$ cat config.mk
export PLATFORM = sky130hd
export DESIGN_NAME = dma_xfer_counter_flat
export DESIGN_NICKNAME = d
export VERILOG_FILES = /design/src/rtl/dma_xfer_counter_if.sv /design/src/rtl/dma_xfer_counter.sv /design/src/flat_wrapper.sv
export SDC_FILE = /design/constraint.sdc
export NUM_CORES = 1
export LEC_CHECK = 0
export ABC_CLOCK_PERIOD_IN_PS = 5900
export BUFFER_PORTS_ARGS = -buffer_cell sky130_fd_sc_hd__buf_4
export CORE_ASPECT_RATIO = 1.4
export CORE_MARGIN = 10
export CORE_UTILIZATION = 30
export CTS_BUF_LIST = sky130_fd_sc_hd__clkbuf_2 sky130_fd_sc_hd__clkbuf_4 sky130_fd_sc_hd__clkbuf_8
export DETAILED_ROUTE_END_ITERATION = 16
export PLACE_DENSITY_LB_ADDON = 0.05
export SLEW_MARGIN = 5
export SYNTH_ARGS = -nofsm -noshare
export SYNTH_HDL_FRONTEND = slang
export SYNTH_SLANG_ARGS = --single-unit
$ cat constraint.sdc
create_clock -name CLK -period 5.9 [get_ports CLK]
set_input_delay 0.59 -clock CLK [delete_from_list [all_inputs] [get_ports CLK]]
set_output_delay 0.59 -clock CLK [all_outputs]
set_load 0.01 [all_outputs]
$ cat src/rtl/dma_xfer_counter_if.sv
// Handshake and status bundle between the CPU/DMAC side and the transfer-length counter.
// The slave modport is the counter's view; the master modport is the driver's view.
interface dma_xfer_counter_if #(
   parameter int unsigned CW = 24
);
   logic          LOAD;
   logic [CW-1:0] LOAD_DATA;
   logic          DMAENA;
   logic          XFER;
   logic [1:0]    XSIZE;
   logic          FIFOEMPTY;
   logic          INT_ACK;
   logic [CW-1:0] COUNT;
   logic          ACTIVE;
   logic          DREQ_MASK;
   logic          TC;
   logic          TC_INT;
   logic          UNDERRUN;

   modport slave (
      input  LOAD, LOAD_DATA, DMAENA, XFER, XSIZE, FIFOEMPTY, INT_ACK,
      output COUNT, ACTIVE, DREQ_MASK, TC, TC_INT, UNDERRUN
   );

   modport master (
      output LOAD, LOAD_DATA, DMAENA, XFER, XSIZE, FIFOEMPTY, INT_ACK,
      input  COUNT, ACTIVE, DREQ_MASK, TC, TC_INT, UNDERRUN
   );
endinterface

$ cat src/rtl/dma_xfer_counter.sv
// Transfer-length counter gating DREQ: counts bytes down per beat, masks DREQ at
// terminal count, waits for the FIFO to drain, then raises a sticky TC interrupt.
module dma_xfer_counter #(
   parameter int unsigned CW        = 24,
   parameter bit          LONG_ONLY = 1'b0
) (
   input logic               CLK,
   input logic               RST,
   dma_xfer_counter_if.slave bus
);

   typedef enum logic [2:0] {
      S_IDLE,
      S_ARMED,
      S_RUN,
      S_DRAIN,
      S_DONE
   } state_t;

   state_t        state;
   logic [CW-1:0] count_q;
   logic          active_q;
   logic          mask_q;
   logic          tc_q;
   logic          int_q;
   logic          under_q;
   logic [CW-1:0] dec;
   logic          load_nz;

   always_comb begin
      dec = '0;
      if (LONG_ONLY) begin
         dec = CW'(4);
      end else begin
         case (bus.XSIZE)
            2'b00:   dec = CW'(1);
            2'b01:   dec = CW'(2);
            default: dec = CW'(4);
         endcase
      end
   end

   assign load_nz = (bus.LOAD_DATA != '0);

   always_ff @(posedge CLK) begin
      if (RST) begin
         state    <= S_IDLE;
         count_q  <= '0;
         active_q <= 1'b0;
         mask_q   <= 1'b1;
         tc_q     <= 1'b0;
         int_q    <= 1'b0;
         under_q  <= 1'b0;
      end else begin
         // Acknowledge first so a set on the same edge (DRAIN -> DONE) overrides it.
         if (bus.INT_ACK) begin
            int_q <= 1'b0;
         end

         case (state)
            S_IDLE: begin
               if (bus.LOAD) begin
                  count_q <= bus.LOAD_DATA;
                  under_q <= 1'b0;
                  state   <= load_nz ? S_ARMED : S_IDLE;
               end
            end

            S_ARMED: begin
               if (bus.LOAD) begin
                  count_q <= bus.LOAD_DATA;
                  if (!load_nz) begin
                     state <= S_IDLE;
                  end
               end else if (bus.DMAENA) begin
                  state    <= S_RUN;
                  active_q <= 1'b1;
                  mask_q   <= 1'b0;
               end
            end

            S_RUN: begin
               if (bus.XFER) begin
                  if (dec < count_q) begin
                     count_q <= count_q - dec;
                     if (!bus.DMAENA) begin
                        state    <= S_IDLE;
                        active_q <= 1'b0;
                        mask_q   <= 1'b1;
                     end
                  end else begin
                     // Final beat: saturate at zero and mask before any further DREQ.
                     count_q <= '0;
                     mask_q  <= 1'b1;
                     state   <= S_DRAIN;
                     if (dec > count_q) begin
                        under_q <= 1'b1;
                     end
                  end
               end else if (!bus.DMAENA) begin
                  state    <= S_IDLE;
                  active_q <= 1'b0;
                  mask_q   <= 1'b1;
               end
            end

            S_DRAIN: begin
               if (bus.XFER) begin
                  under_q <= 1'b1;
               end
               if (!bus.DMAENA) begin
                  state    <= S_IDLE;
                  active_q <= 1'b0;
               end else if (bus.FIFOEMPTY) begin
                  state    <= S_DONE;
                  active_q <= 1'b0;
                  tc_q     <= 1'b1;
                  int_q    <= 1'b1;
               end
            end

            S_DONE: begin
               if (bus.XFER) begin
                  under_q <= 1'b1;
               end
               // A reload restarts like IDLE and wins over a same-cycle stray beat.
               if (bus.LOAD) begin
                  count_q <= bus.LOAD_DATA;
                  under_q <= 1'b0;
                  tc_q    <= 1'b0;
                  state   <= load_nz ? S_ARMED : S_IDLE;
               end else if (!bus.DMAENA) begin
                  state <= S_IDLE;
                  tc_q  <= 1'b0;
               end
            end

            default: begin
               state    <= S_IDLE;
               active_q <= 1'b0;
               mask_q   <= 1'b1;
               tc_q     <= 1'b0;
            end
         endcase
      end
   end

   assign bus.COUNT     = count_q;
   assign bus.ACTIVE    = active_q;
   assign bus.DREQ_MASK = mask_q;
   assign bus.TC        = tc_q;
   assign bus.TC_INT    = int_q;
   assign bus.UNDERRUN  = under_q;

endmodule

$ cat src/flat_wrapper.sv
// flat-port wrapper written by rule: the top's interface ports become plain ports
module dma_xfer_counter_flat 
#(
   parameter int unsigned CW        = 24,
   parameter bit          LONG_ONLY = 1'b0
)
  (CLK, RST, bus_LOAD, bus_LOAD_DATA, bus_DMAENA, bus_XFER, bus_XSIZE, bus_FIFOEMPTY, bus_INT_ACK, bus_COUNT, bus_ACTIVE, bus_DREQ_MASK, bus_TC, bus_TC_INT, bus_UNDERRUN);
  dma_xfer_counter_if #(.CW(CW)) bus_i ();
  input logic CLK;
  input logic RST;
  input wire logic [$bits(bus_i.LOAD)-1:0] bus_LOAD;
  input wire logic [$bits(bus_i.LOAD_DATA)-1:0] bus_LOAD_DATA;
  input wire logic [$bits(bus_i.DMAENA)-1:0] bus_DMAENA;
  input wire logic [$bits(bus_i.XFER)-1:0] bus_XFER;
  input wire logic [$bits(bus_i.XSIZE)-1:0] bus_XSIZE;
  input wire logic [$bits(bus_i.FIFOEMPTY)-1:0] bus_FIFOEMPTY;
  input wire logic [$bits(bus_i.INT_ACK)-1:0] bus_INT_ACK;
  output wire logic [$bits(bus_i.COUNT)-1:0] bus_COUNT;
  output wire logic [$bits(bus_i.ACTIVE)-1:0] bus_ACTIVE;
  output wire logic [$bits(bus_i.DREQ_MASK)-1:0] bus_DREQ_MASK;
  output wire logic [$bits(bus_i.TC)-1:0] bus_TC;
  output wire logic [$bits(bus_i.TC_INT)-1:0] bus_TC_INT;
  output wire logic [$bits(bus_i.UNDERRUN)-1:0] bus_UNDERRUN;
  assign bus_i.LOAD = bus_LOAD;
  assign bus_i.LOAD_DATA = bus_LOAD_DATA;
  assign bus_i.DMAENA = bus_DMAENA;
  assign bus_i.XFER = bus_XFER;
  assign bus_i.XSIZE = bus_XSIZE;
  assign bus_i.FIFOEMPTY = bus_FIFOEMPTY;
  assign bus_i.INT_ACK = bus_INT_ACK;
  assign bus_COUNT = bus_i.COUNT;
  assign bus_ACTIVE = bus_i.ACTIVE;
  assign bus_DREQ_MASK = bus_i.DREQ_MASK;
  assign bus_TC = bus_i.TC;
  assign bus_TC_INT = bus_i.TC_INT;
  assign bus_UNDERRUN = bus_i.UNDERRUN;
  dma_xfer_counter #(.CW(CW), .LONG_ONLY(LONG_ONLY)) u_core (.CLK(CLK), .RST(RST), .bus(bus_i));
endmodule
==> results.toml <==
[global_routing]
overflow = 0
grt_pass1_wl_microns = 14900
grtUsageTotal = 0.156
grt_max_degree = 33
antenna_found_initial = 0
grt_pass1_vias = 2821

[synthesis]
synth-edff-count = 0
post-synth-top-area-fraction = 0.274
yosysSeqAreaShare = 0.274
async_flop_share = 0
synth-warning-count = 0
synth.most_common_cell = "dfxtp_1"
synthTopCellsByArea = "dfxtp_1 (27%), a21oi_1 (5.6%), nand2_1 (4.2%), a32oi_1 (3.8%), inv_1 (3.5%)"
synth_seq_cells = 32
yosys-top-cells-count = "dfxtp_1 (32), a21oi_1 (26), nand2_1 (26), inv_1 (22), clkbuf_1 (16)"
synth_cells = 307
syn_nets = 347
syn_avg_cell_area_sq_um = 7.61
ys_types = 54
yosysTopAreaCell = "dfxtp_1"
syn-cell-area_sq_um = 2330
synthFlopType = "dfxtp_1"

[sta]
drv_slew = 0
max_freq_mhz = 310
worstMarginPinSlew_ns = 0.685
hold_viol_final = 0
layout_setup_ws_ns = 2.67
rsz0062_at_grt = "no"
clock_skew_ns = 0.00925
final.min_clock_period_ns = 3.23
setup_tns_ns = 0
post-route-period-util = 0.547
relSlewSlack = 0.543
finalSetupViolations = 0

[critical_path]
cp-end-kind = "register"
ff2ff_setup_slack_ns = 3.04
r2r_cells = 10
cp.arrival_ns = 3.39
reg2reg_to = "u_core.bus.COUNT[15]"
cp.required_ns = 6.06
cp_max_fo = 22
reg2reg_from = "u_core.bus.COUNT[0]"
start_kind = "input pin"
path_class = "input pin to register"
cp-startpoint = "bus_XSIZE[1]"

[cells_and_area]
fin_util = 0.389
finalInstanceArea_sq_um = 2980
drive_above_1_share = 0.237
fillerInstances = 821
antenna_cells = 0
num-nets-final = 394
stdcell_count = 455
area_growth_pct = 27.4

[routing]
drc = 0
firstDrtPassIters = 4
vias_per_cell = 5.89
ant_nets = 0
wl_microns = 9240
via_count = 2681
wl_per_cell_microns = 20.3
drt_iter0_drc = 155

[placement]
post-place-cells = 447
dp_hpwl_microns = 6910
io_buffers = 61
gp_congestion = 0.793
post_dp_cell_area_sq_um = 2860
post-place-ws_ns = 2.39

[clocking]
cts_tree = "done"
clk_pin_slew_ns = 0.08
post_cts_resized = 0
ctsLongestPathBuffers = 2
cts_sinks = 32
cts_htree_levels = 2
root_buffer = "clkbuf_8"
numCtsBuffers = 5
ctsHoldBuffers = 0
post_cts_buffers = 0
clkLatencyLatePin_ns = 0.30

[floorplanning]
rows = 38
die_y_microns = 124
dieArea_sq_um = 11800
core_area_sq_um = 7650
ios = 62
start_util = 0.305
fp.dieW_microns = 94.6

[hold_path]
holdPathEnd = "u_core.bus.COUNT[16]"
hold_class = "register to register"
min_from = "u_core.bus.COUNT[16]"
min_path_cells = 2

[power]
ir_worst_vdd_mv = 0.109
power_frac_clock = 0.291
internal_power_uw = 474
power_frac_comb = 0.354
power.switching_uw = 292
p_leak_uw = 0.00117
power_density_nw_per_um2 = 258
seqPwrFrac = 0.356
p_sw_frac = 0.381

[job]
drv_cap = 0

[status]
run_status = "finished, final reports clean"
-- cells by family after synthesis --
kind of cell    share of synthesized area
flops                               0.274
compound gates                      0.322
xor+xnor                          0.00375
simple gates                        0.280
fa+ha+maj                          0.0407
buf+inv                            0.0799
-- worst max path at each step --
stage                           endpoint  slack [ns]  depth (start not counted)
global placement     u_core.bus.COUNT[0]        2.47                         12
global route         u_core.bus.COUNT[2]        2.35                         12
detailed placement   u_core.bus.COUNT[0]        2.39                         12
CTS                  u_core.bus.COUNT[0]        2.70                         12
finish              u_core.bus.COUNT[15]        2.67                         12
floorplan            u_core.bus.COUNT[2]        2.96                         11
-- final cells by class --
| cell class | instances | area (sq um) | share of cell area |
|---|---|---|---|
| tap | 100 | 125 | 0.0421 |
| clock inverter | 2 | 35.0 | 0.0118 |
| timing repair buffer | 64 | 480 | 0.161 |
| inverter | 22 | 82.6 | 0.0278 |
| clock buffer | 6 | 76.3 | 0.0257 |
| multi-input combinational | 229 | 1540 | 0.516 |
| sequential | 32 | 641 | 0.215 |
-- power groups by stage --
stage	sequential (uW)	combinational (uW)	clock (uW)
after floorplan	270	169	0
after global placement	277	273	0
after detailed placement	277	270	0
after CTS	272	272	229
after global routing	278	298	236
final	273	271	223
-- worst max-delay path, stage by stage --
cell       delay, ns
buf_4           0.12
or2_2           0.30
inv_1           0.06
ha_1            0.15
inv_1           0.06
fa_1            0.41
a21o_1          0.24
a2111oi_2       0.49
a31oi_2         0.31
buf_4           0.30
a32oi_1         0.23
o32ai_1         0.11
-- registers in the layout, indices dropped and copies added (netlist names) --
register,cells
u_core.bus.TC_INT,1
u_core.bus.TC,1
u_core.state,3
u_core.bus.COUNT,24
u_core.bus.DREQ_MASK,1
u_core.bus.UNDERRUN,1
u_core.bus.ACTIVE,1
-- placed cells by master, fill, tap and decap left out, types with 4 or more instances in the layout --
| cell | netlist | routed |
|---|---|---|
| a32oi_1 | 10 | 10 |
| nor3_1 | 13 | 13 |
| a41oi_1 | 5 | 5 |
| and3_1 | 6 | 6 |
| dfxtp_1 | 32 | 32 |
| clkbuf_8 | 0 | 5 |
| nand4_1 | 11 | 11 |
| nand2_1 | 26 | 26 |
| nand4b_1 | 4 | 4 |
| ha_1 | 6 | 6 |
| or3_1 | 6 | 6 |
| a21oi_1 | 26 | 25 |
| nor3b_1 | 4 | 4 |
| inv_1 | 22 | 22 |
| a211oi_1 | 5 | 5 |
| nor2_1 | 11 | 11 |
| a31oi_1 | 8 | 7 |
| buf_4 | 0 | 64 |
| o21ai_0 | 11 | 11 |
| o32ai_1 | 9 | 9 |
| nor4_1 | 12 | 12 |
| nand3_1 | 9 | 9 |
-- through the flow --
stage	hold slack, ns	total power, uW
global route	0.537	812
floorplan	0.508	438
global placement	0.490	550
CTS	0.504	773
detailed placement	0.486	548
finish	0.503	767
-- routing by layer --
layer	wire [microns]	up-vias	share of wire	GRT usage
met4	189	0	0.020	0.0601
met1	3630	1293	0.39	0.172
met2	4950	77	0.54	0.277
met5	0	-	0	0
li1	-	1295	-	-
met3	464	16	0.050	0.0326
Note: power is estimated with default switching activity, not from simulation.
